**src/rtl/somador_serial_ctrl_if.sv**
```systemverilog
// Handshake and operand/result bundle between a requester and the
// bit-serial adder controller.
interface somador_serial_ctrl_if #(
  parameter int N = 8
);
  logic         start;
  logic [N-1:0] A;
  logic [N-1:0] B;
  logic         Cin;
  logic [N-1:0] R;
  logic         Cout;
  logic         V;
  logic         busy;
  logic         done;

  modport master (
    output start, A, B, Cin,
    input  R, Cout, V, busy, done
  );

  modport slave (
    input  start, A, B, Cin,
    output R, Cout, V, busy, done
  );
endinterface

```
**src/rtl/somador_serial_ctrl.sv**
```systemverilog
// Bit-serial adder: one full-adder cell walked LSB-first over N cycles,
// with a start/busy/done handshake and registered sum, carry and overflow.
//
// state | meaning
// IDLE  | waiting for start; operands captured on the accepting edge
// SOMA  | one operand bit added per edge, carry held in a flip-flop
// FIM   | result valid, done pulses for this single cycle

module SomadorCompleto (
  input  logic A,
  input  logic B,
  input  logic Cin,
  output logic R,
  output logic Cout
);
  assign R    = A ^ B ^ Cin;
  assign Cout = (A & B) | (Cin & (A ^ B));
endmodule

module somador_serial_ctrl #(
  parameter int N = 8
) (
  input  logic                  clk,
  input  logic                  rst,
  somador_serial_ctrl_if.slave  bus
);
  localparam int CW = (N > 1) ? $clog2(N) : 1;

  typedef enum logic [1:0] {
    IDLE = 2'd0,
    SOMA = 2'd1,
    FIM  = 2'd2
  } state_t;

  state_t         state_q;
  logic [N-1:0]   opa_q;
  logic [N-1:0]   opb_q;
  logic [N-1:0]   acc_q;
  logic [N-1:0]   r_q;
  logic [CW-1:0]  cnt_q;
  logic           carry_q;
  logic           cout_q;
  logic           v_q;
  logic           busy_q;
  logic           done_q;

  logic           sum_bit;
  logic           cell_cout;
  logic [N-1:0]   acc_d;
  logic           last_bit;

  SomadorCompleto u_cell (
    .A    (opa_q[0]),
    .B    (opb_q[0]),
    .Cin  (carry_q),
    .R    (sum_bit),
    .Cout (cell_cout)
  );

  // Sum bits enter at the MSB so that after N shifts bit 0 lands at acc[0].
  assign acc_d    = {sum_bit, acc_q[N-1:1]};
  assign last_bit = (cnt_q == CW'(N - 1));

  always_ff @(posedge clk or posedge rst) begin
    if (rst) begin
      state_q <= IDLE;
      opa_q   <= '0;
      opb_q   <= '0;
      acc_q   <= '0;
      r_q     <= '0;
      cnt_q   <= '0;
      carry_q <= 1'b0;
      cout_q  <= 1'b0;
      v_q     <= 1'b0;
      busy_q  <= 1'b0;
      done_q  <= 1'b0;
    end else begin
      case (state_q)
        IDLE: begin
          done_q <= 1'b0;
          if (bus.start) begin
            opa_q   <= bus.A;
            opb_q   <= bus.B;
            carry_q <= bus.Cin;
            cnt_q   <= '0;
            busy_q  <= 1'b1;
            state_q <= SOMA;
          end else begin
            busy_q  <= 1'b0;
          end
        end
        SOMA: begin
          acc_q   <= acc_d;
          carry_q <= cell_cout;
          opa_q   <= opa_q >> 1;
          opb_q   <= opb_q >> 1;
          cnt_q   <= cnt_q + 1'b1;
          if (last_bit) begin
            // carry_q here is still the carry into the MSB.
            r_q     <= acc_d;
            cout_q  <= cell_cout;
            v_q     <= cell_cout ^ carry_q;
            done_q  <= 1'b1;
            state_q <= FIM;
          end
        end
        FIM: begin
          done_q  <= 1'b0;
          busy_q  <= 1'b0;
          state_q <= IDLE;
        end
        default: begin
          done_q  <= 1'b0;
          busy_q  <= 1'b0;
          state_q <= IDLE;
        end
      endcase
    end
  end

  assign bus.R    = r_q;
  assign bus.Cout = cout_q;
  assign bus.V    = v_q;
  assign bus.busy = busy_q;
  assign bus.done = done_q;
endmodule

```
**src/flat_wrapper.sv**
```systemverilog
// flat-port wrapper written by rule: the top's interface ports become plain ports
module somador_serial_ctrl_flat 
#(
  parameter int N = 8
)
  (clk, rst, bus_start, bus_A, bus_B, bus_Cin, bus_R, bus_Cout, bus_V, bus_busy, bus_done);
  somador_serial_ctrl_if #(.N(N)) bus_i ();
  input  logic clk;
  input  logic rst;
  input wire logic [$bits(bus_i.start)-1:0] bus_start;
  input wire logic [$bits(bus_i.A)-1:0] bus_A;
  input wire logic [$bits(bus_i.B)-1:0] bus_B;
  input wire logic [$bits(bus_i.Cin)-1:0] bus_Cin;
  output wire logic [$bits(bus_i.R)-1:0] bus_R;
  output wire logic [$bits(bus_i.Cout)-1:0] bus_Cout;
  output wire logic [$bits(bus_i.V)-1:0] bus_V;
  output wire logic [$bits(bus_i.busy)-1:0] bus_busy;
  output wire logic [$bits(bus_i.done)-1:0] bus_done;
  assign bus_i.start = bus_start;
  assign bus_i.A = bus_A;
  assign bus_i.B = bus_B;
  assign bus_i.Cin = bus_Cin;
  assign bus_R = bus_i.R;
  assign bus_Cout = bus_i.Cout;
  assign bus_V = bus_i.V;
  assign bus_busy = bus_i.busy;
  assign bus_done = bus_i.done;
  somador_serial_ctrl #(.N(N)) u_core (.clk(clk), .rst(rst), .bus(bus_i));
endmodule
```
**config.mk**
```make
export PLATFORM = sky130hd
export DESIGN_NAME = somador_serial_ctrl_flat
export DESIGN_NICKNAME = d
export VERILOG_FILES = /design/src/rtl/somador_serial_ctrl_if.sv /design/src/rtl/somador_serial_ctrl.sv /design/src/flat_wrapper.sv
export SDC_FILE = /design/constraint.sdc
export NUM_CORES = 1
export LEC_CHECK = 0
export CORE_UTILIZATION = 51
export CTS_CLUSTER_DIAMETER = 60
export DETAILED_ROUTE_END_ITERATION = 7
export PLACE_DENSITY_LB_ADDON = 0.12
export SYNTH_ARGS = -nofsm -noshare
export SYNTH_HDL_FRONTEND = slang
export SYNTH_SLANG_ARGS = --single-unit
```
**constraint.sdc**
```tcl
create_clock -name clk -period 2 [get_ports clk]
set_input_delay 0.4 -clock clk [delete_from_list [all_inputs] [get_ports clk]]
set_output_delay 0.4 -clock clk [all_outputs]
set_load 0.02 [all_outputs]
```
* After elaboration in Yosys (flattened, before gate mapping)
Index checks and enable logic that the tools add are counted.
W data, S select, Z words.
** Operators by class
- Multiplexer cells :: 15
- Bitwise operators :: 6
- Add/subtract/negate cells :: 1
- Equal/unequal tests :: 4
- Reduce and logical (&&, ||, !) cells :: 5
** Operators by type and width (count)
- $pmux W8 S2 :: 2
- $mux W8 :: 2
- $pmux W3 S2 :: 1
- $reduce_and A2 Y1 :: 3
- $mux W1 :: 4
- $mux W2 :: 2
- $pmux W1 S2 :: 2
- $pmux W2 S2 :: 1
- $add A3 B1 Y3 const B :: 1
- $eq A3 B3 Y1 const B :: 1
- $mux W3 :: 1
- $xor A1 B1 Y1 :: 3
- $and A1 B1 Y1 :: 2
- $eq A2 B1 Y1 const B :: 1
- $logic_not A2 Y1 :: 1
- $ne A2 B1 Y1 const B :: 1
- $ne A2 B2 Y1 const B :: 1
- $reduce_bool A2 Y1 :: 1
- $or A1 B1 Y1 :: 1
** Word-level totals
- Logic and storage cells :: 42
- Flip-flop bits (word level) :: 42
- Output and inout bits :: 12
- Input port bits :: 20

* Logic depth before layout (Yosys ltp)
Gate-level depths: netlist (run 1).
- Depth after elaboration :: 4
- Gate-level depth with buffers :: 6
- Gate-level depth less buffers :: 5

* Cells and area by module
From an unflattened synthesis (run 1), not the netlist that was laid out.
** Unflattened totals
- Cell total of the unflattened synthesis :: 139
- Area, all modules :: 1769.2 um2
** By module, submodules not included
- somador_serial_ctrl :: area each 1749.2 um2, times used 1, seq. area each 1026.0 um2, cells each 138
- SomadorCompleto :: area each 20.0 um2, times used 1, seq. area each 0.0 um2, cells each 1

* Least setup slack after synthesis (run 1)
OpenSTA, ideal clock, no wires.
- Path type :: register -> register
- From :: register u_core.cnt_q[0]
- To :: register u_core.r_q[0], in the netlist u_core.bus.R[0]
- Setup time :: 0.125 ns
- Cell stages (with the launch flop) :: 6
- Buffers on the path :: 1
- Slack :: 0.522 ns
- Data required time :: 1.875 ns
- Arrival time :: 1.354 ns
- Period minus slack after synthesis :: 1.478 ns
- Cells stage by stage :: dfrtp_1 -> ha_1 -> ha_1 -> nand3b_4 -> buf_4 -> mux2_2
** Between the ends
- Cells in the longest elaborated chain, start to end :: 2
** RTL lines
- start: declaration :: RTL line somador_serial_ctrl.sv:40 : logic [CW-1:0] cnt_q;
- start signal: assignment :: RTL line somador_serial_ctrl.sv:97 : cnt_q <= cnt_q + 1'b1;
- $eq A3 B3 Y1 :: RTL line somador_serial_ctrl.sv:62 : assign last_bit = (cnt_q == CW'(N - 1));
- $reduce_and A2 Y1 (no source line)
- end signal: assignment :: RTL line somador_serial_ctrl.sv:70 : r_q <= '0;
- end signal: assignment :: RTL line somador_serial_ctrl.sv:100 : r_q <= acc_d;
- end: declaration :: RTL line somador_serial_ctrl.sv:39 : logic [N-1:0] r_q;
Every way passes these cells.
A chain may end at the register's enable or synchronous reset.

* Worst setup path after layout (run 1)
- From :: register u_core.done_q, in the netlist u_core.bus.done
- To :: output port bus_done
** RTL lines
- start: declaration :: RTL line somador_serial_ctrl.sv:45 : logic done_q;
- start signal: assignment :: RTL line somador_serial_ctrl.sv:76 : done_q <= 1'b0;
- start signal: assignment :: RTL line somador_serial_ctrl.sv:80 : done_q <= 1'b0;
- start signal: assignment :: RTL line somador_serial_ctrl.sv:103 : done_q <= 1'b1;
- end: declaration :: RTL line flat_wrapper.sv:18 : output wire logic [$bits(bus_i.done)-1:0] bus_done;
No word-level cell between the ends.

==> results of run 1 <==
==> Yosys cell counts (all sizes together) <==
library cell | instances | area share (%)
mux2i | 1 | 0.56
clkbuf | 2 | 0.42
fa | 1 | 1.1
a22o | 4 | 2.0
mux2 | 16 | 11
xnor2 | 1 | 0.49
nor2 | 5 | 1.1
nand2b | 2 | 1.3
dfrtp | 41 | 58
o22ai | 28 | 9.9
buf | 8 | 3.9
nand3b | 1 | 1.1
o21bai | 1 | 0.42
nand2 | 2 | 0.42
a21oi | 16 | 4.7
o21ai | 3 | 1.1
ha | 2 | 1.4
or4b | 1 | 0.56
inv | 5 | 1.1
==> worst max-delay path by stage <==
stage | from | to | slack (ns) | cells after the start
6_report | u_core.bus.done | bus_done | 0.25 | 1
3_5_place_dp | bus_start | u_core.carry_q | 0.34 | 4
4_1_cts | u_core.bus.done | bus_done | 0.24 | 1
3_3_place_gp | bus_start | u_core.carry_q | 0.36 | 4
2_1_floorplan | u_core.cnt_q[0] | u_core.bus.R[0] | 0.52 | 5
5_1_grt | u_core.bus.done | bus_done | 0.22 | 1
==> power groups by stage <==
stage / clock [W] / sequential (W) / combinational [W]
2_1_floorplan: 0 / 0.00160 / 0.000967
3_3_place_gp: 0 / 0.00150 / 0.00142
3_5_place_dp: 0 / 0.00153 / 0.00147
4_1_cts: 0.000425 / 0.00151 / 0.00147
5_1_grt: 0.000455 / 0.00156 / 0.00162
6_report: 0.000415 / 0.00150 / 0.00146
==> cell families (layout without fill, tap and decap cells) <==
| logic type | after synthesis | in the layout | share of synthesized area [%] |
|---|---|---|---|
| simple gates | 11 | 11 | 4.437 |
| buf+inv | 15 | 48 | 5.422 |
| flops | 41 | 41 | 57.75 |
| mux | 17 | 17 | 11.34 |
| compound gates | 52 | 52 | 18.03 |
| xor+xnor | 1 | 1 | 0.4930 |
| fa+ha+maj | 3 | 3 | 2.535 |
==> flip-flops by register name (all words and copies together), names as in the netlist, 2 cells and up <==
name / count
u_core.bus.R: 8
u_core.state_q: 2
u_core.opa_q: 8
u_core.opb_q: 8
u_core.acc_q: 7
u_core.cnt_q: 3
==> final cells by class <==
| cell class | instances | area [sq um] | share of cell area [%] |
|---|---|---|---|
| inverter | 5 | 18.77 | 0.8691 |
| timing repair buffer | 36 | 347.8 | 16.11 |
| tap | 46 | 57.56 | 2.665 |
| clock buffer | 7 | 55.05 | 2.549 |
| multi-input combinational | 84 | 654.4 | 30.30 |
| sequential | 41 | 1026 | 47.51 |
==> metrics by stage <==
stage          setup WS, ns  hold WS, ns  power [W]  cell area [sq um]
3_3_place_gp         0.3604       0.4640   0.002928               2105
2_1_floorplan        0.5217       0.4635   0.002567               1777
4_1_cts              0.2406       0.4842   0.003406               2160
6_report             0.2530       0.4707   0.003374               2160
5_1_grt              0.2166       0.5161   0.003638               2160
3_5_place_dp         0.3395       0.4922   0.002995               2105
==> metal layers <==
layer	wire length, um	vias up	share of wire [%]
li1	-	586	-
met1	1331	603	41
met2	1679	35	52
met3	155	5	4.8
met4	44	0	1.4
met5	0	-	0
==> impl_metrics.py, run 1 <==
metrics = {
    "critical_path": {
        "critical-path-slowest-cell": "clkdlybuf4s50_1",
        "worst-path-max-fanout": 2,
        "reg2reg_depth": 4,
        "required_ns": 1.60,
        "r2r_end": "u_core.bus.R[3]",
        "crit_family": "buffers and inverters",
        "crit_buf_inv": 1,
        "worstPathArrival_ns": 1.35,
        "r2r_start": "u_core.cnt_q[0]",
        "critPathMaxStageDelay_ns": 0.62,
        "critPathCaptureType": "primary output",
        "start_kind": "flop",
        "crit_chain": "clkdlybuf4s50_1",
        "r2r_setup_slack_ns": 0.48,
        "critPathKind": "flop to primary output",
    },
    "global_route": {
        "grt_pass1_vias": 1192,
        "top_usage_layer": "met2",
        "grtUsageTotal_pct": 19.27,
        "grtUsageMet2_pct": 33.85,
        "gr-total-overflow": 0,
        "use_met3_pct": 4.622,
        "met1_usage_pct": 22.13,
        "grt_pass1_wl_mm": 5.133,
        "antenna_found_initial": 0,
        "grt_max_degree": 42,
    },
    "final_layout": {
        "fill_cells": 277,
        "syn_to_final_growth_pct": 21.55,
        "fin_nets": 196,
        "final_util_pct": 64.72,
        "diodes": 0,
        "final_common_cell": "dfrtp_1",
        "drive_above_1_share_pct": 18.50,
        "layout_common_cells": "41 x dfrtp_1, 31 x clkdlybuf4s50_1, 28 x o22ai_1",
        "instances_no_fill": 219,
    },
    "power": {
        "p_sw_w": 0.001197,
        "pwr-share-seq_pct": 44.6,
        "power_switching_share_pct": 35.49,
        "powerDensity_nw_per_um2": 1562,
        "leakage_nw": 0.9243,
        "internal_power_w": 0.002176,
        "vdd_drop_max_v": 0.0006225,
        "combPwrFrac_pct": 43.1,
        "p_clk_share_pct": 12.3,
    },
    "synth": {
        "yosys_register_bits": 41,
        "synth_area_sq_um": 1777,
        "avgSynthCellArea_sq_um": 12.69,
        "ys_types": 25,
        "synthCells": 140,
        "synth_nets": 163,
        "ys_warn_count": 0,
        "yosysSeqAreaShare_pct": 57.75,
    },
    "die": {
        "fp.coreArea_sq_um": 3337,
        "rows": 21,
        "die_x_um": 61.03,
        "ios": 32,
        "dieArea_sq_um": 3724,
        "start_util_pct": 53.24,
        "fp.dieH_um": 61.03,
    },
    "sta": {
        "setup_tns_ns": 0,
        "period_needed_ns": 1.747,
        "fmax_mhz": 572.4,
        "maxSlewViolCount": 0,
        "hold_viol_final": 0,
        "setup_violations": 0,
        "relSlewSlack_pct": 66.34,
        "rsz0062_at_grt": "false",
        "worst_pin_slew_ns": 0.5049,
        "period_share_pct": 87.35,
        "finClkSkew_ns": 0.005605,
    },
    "clocking": {
        "cts_tree": "done",
        "ctsResizeCount": 0,
        "hold_buffers": 0,
        "root_buffer": "clkbuf_4",
        "clk_latency_ns": 0.34,
        "cts_buffers": 5,
        "cts_max_path_buffers": 2,
        "htree_levels": 2,
        "post_cts_buffers": 0,
        "clkTransAtPathRegs_ns": 0.11,
        "clkSinkCount": 41,
    },
    "detailed_routing": {
        "routedWlPerCell_um": 14.66,
        "drt_iter0_drc": 94,
        "firstDrtPassIters": 4,
        "ant_nets": 0,
        "vias_per_cell": 5.612,
        "drc_errors": 0,
        "via_count": 1229,
        "wl_mm": 3.211,
    },
    "hold_path": {
        "hold_path.class": "primary input to async pin",
    },
    "placement": {
        "gp_congestion": 0.7403,
        "post-dp-hpwl_mm": 2.180,
        "portBuffers": 31,
        "dp_cells": 212,
    },
    "job": {
        "maxCapViolations": 0,
    },
    "outcome": {
        "status": "finished, final reports clean",
    },
}
(Power assumes the default switching activity.)
==> run 2: changes to the inputs <==
SETUP_SLACK_MARGIN = 0.1   (was not set)
clock period = 1.81 ns   (was 2 ns; I/O delays follow)
==> impl_metrics.py, run 2 (synthesis gave the netlist of run 1 again) <==
metrics = {
    "global_route": {
        "gr-total-overflow": 0,
        "grt_max_degree": 42,
        "antenna_found_initial": 0,
        "grt_pass1_wl_mm": 5.444,
        "grtUsageTotal_pct": 20.38,
        "grt_pass1_vias": 1254,
    },
    "die": {
        "ios": 32,
        "start_util_pct": 53.24,
        "rows": 21,
        "fp.coreArea_sq_um": 3337,
        "dieArea_sq_um": 3724,
        "die_x_um": 61.03,
        "fp.dieH_um": 61.03,
    },
    "final_layout": {
        "final_common_cell": "dfrtp_1",
        "layout_common_cells": "41 x dfrtp_1, 28 x o22ai_1, 19 x clkdlybuf4s50_1",
        "fin_area_sq_um": 2201,
        "final_util_pct": 65.95,
        "syn_to_final_growth_pct": 23.87,
        "fin_nets": 196,
        "drive_above_1_share_pct": 19.54,
        "diodes": 0,
    },
    "sta": {
        "rsz0062_at_grt": "false",
        "setup_tns_ns": 0,
        "finClkSkew_ns": 0.009132,
        "setup_violations": 0,
        "hold_viol_final": 0,
        "worst_pin_slew_ns": 0.5150,
        "period_share_pct": 83.67,
        "maxSlewViolCount": 0,
        "relSlewSlack_pct": 65.67,
        "fmax_mhz": 660.3,
        "period_needed_ns": 1.514,
        "worst_slack_ns": 0.2956,
    },
    "placement": {
        "post-dp-hpwl_mm": 2.286,
        "portBuffers": 31,
        "postPlaceCellArea_sq_um": 2105,
        "gp_congestion": 0.7213,
        "pre_cts_ws_ns": 0.1735,
    },
    "detailed_routing": {
        "routedWlPerCell_um": 15.35,
        "wl_mm": 3.377,
        "drc_errors": 0,
        "drt_iter0_drc": 60,
        "firstDrtPassIters": 6,
        "vias_per_cell": 5.709,
        "via_count": 1256,
        "ant_nets": 0,
    },
    "critical_path": {
        "cp.depth": 4,
        "cpMostUsedCell": "ha_1",
        "reg2reg_depth": 4,
        "crit_chain": "ha_1, ha_1, nand3b_4, mux2_2",
        "required_ns": 2.04,
        "start_kind": "flop",
        "worst-path-max-fanout": 12,
        "critPathKind": "flop to flop",
        "critPathCaptureType": "flop",
        "worstPathArrival_ns": 1.75,
        "critPathMaxStageDelay_ns": 0.41,
        "crit_family": "adder cells",
        "critical-path-slowest-cell": "dfrtp_1",
        "crit_buf_inv": 0,
    },
    "hold_path": {
        "hold_path.class": "primary input to async pin",
    },
    "clocking": {
        "cts_max_path_buffers": 2,
        "root_buffer": "clkbuf_4",
        "cts_buffers": 5,
        "clk_latency_ns": 0.35,
        "htree_levels": 2,
        "cts_tree": "done",
        "clkSinkCount": 41,
        "clkTransAtPathRegs_ns": 0.12,
    },
    "power": {
        "vdd_drop_max_v": 0.0008579,
        "powerDensity_nw_per_um2": 1708,
        "leakage_nw": 1.052,
    },
    "outcome": {
        "status": "finished, final reports clean",
    },
    "job": {
        "maxCapViolations": 0,
    },
}
==> run 2: cell types whose count changed in the layout (fill, tap and decap cells not counted) <==
cell             change
dlygate4sd2_1        +1
clkbuf_8             +1
clkdlybuf4s50_1     -12
clkinv_2             +1
dlymetal6s2s_1      +11
clkbuf_1             -1
==> run 2: where the power goes <==
| part | switching, W | internal (W) | leakage [nW] |
|---|---|---|---|
| Sequential | 0.000311 | 0.00135 | 0.487 |
| Combinational | 0.000747 | 0.000832 | 0.523 |
| Clock | 0.000289 | 0.000225 | 0.0413 |
| Total | 0.00135 | 0.00241 | 1.05 |
==> run 2: final timing paths <==
check                                     start              end  slack, ns
worst min register to register     u_core.bus.V     u_core.bus.V       0.49
worst max register to register  u_core.cnt_q[0]  u_core.bus.Cout       0.30
worst min-delay path                        rst  u_core.bus.R[3]       0.42
max in group asynchronous                   rst  u_core.bus.R[7]       1.02
min in group clk                   u_core.bus.V     u_core.bus.V       0.49
worst max-delay path            u_core.cnt_q[0]  u_core.bus.Cout       0.30
==> run 2: area by class of cell <==
type | count | area (sq um)
clock buffer | 7 | 65.06
clock inverter | 1 | 5.005
fill | 286 | 1136
inverter | 5 | 18.77
multi-input combinational | 84 | 654.4
sequential | 41 | 1026
tap | 46 | 57.56
timing repair buffer | 36 | 374.1
==> run 2: metal layers <==
metal | wire length [um] | track usage, %
met1 | 1379 | 22.78
met2 | 1776 | 35.71
met3 | 155 | 5.672
met5 | 0 | 0
met4 | 65 | 10.06
==> run 2: per-stage QoR <==
stage | hold slack, ns | instances | power, W
2_1_floorplan | 0.4635 | 140 | 0.002836
3_3_place_gp | 0.4642 | 212 | 0.003234
3_5_place_dp | 0.4842 | 212 | 0.003328
4_1_cts | 0.4348 | 220 | 0.003826
5_1_grt | 0.4665 | 220 | 0.004041
6_report | 0.4170 | 220 | 0.003759
==> run 2: timing repair <==
item                                    4_1_cts  5_1_grt
endpoints found under the setup margin        1       11
hold buffers                                  0        0
setup buffers                                 0        0
gates resized for setup                       1       11
gates cloned                                  0        0
endpoints found under the hold margin         0        0
==> run 2: worst reg2reg max path: stages, from the launching register on <==
cell and delay, ns:
dfrtp_1 0.41, ha_1 0.20, ha_1 0.24, nand3b_4 0.19, mux2_2 0.36
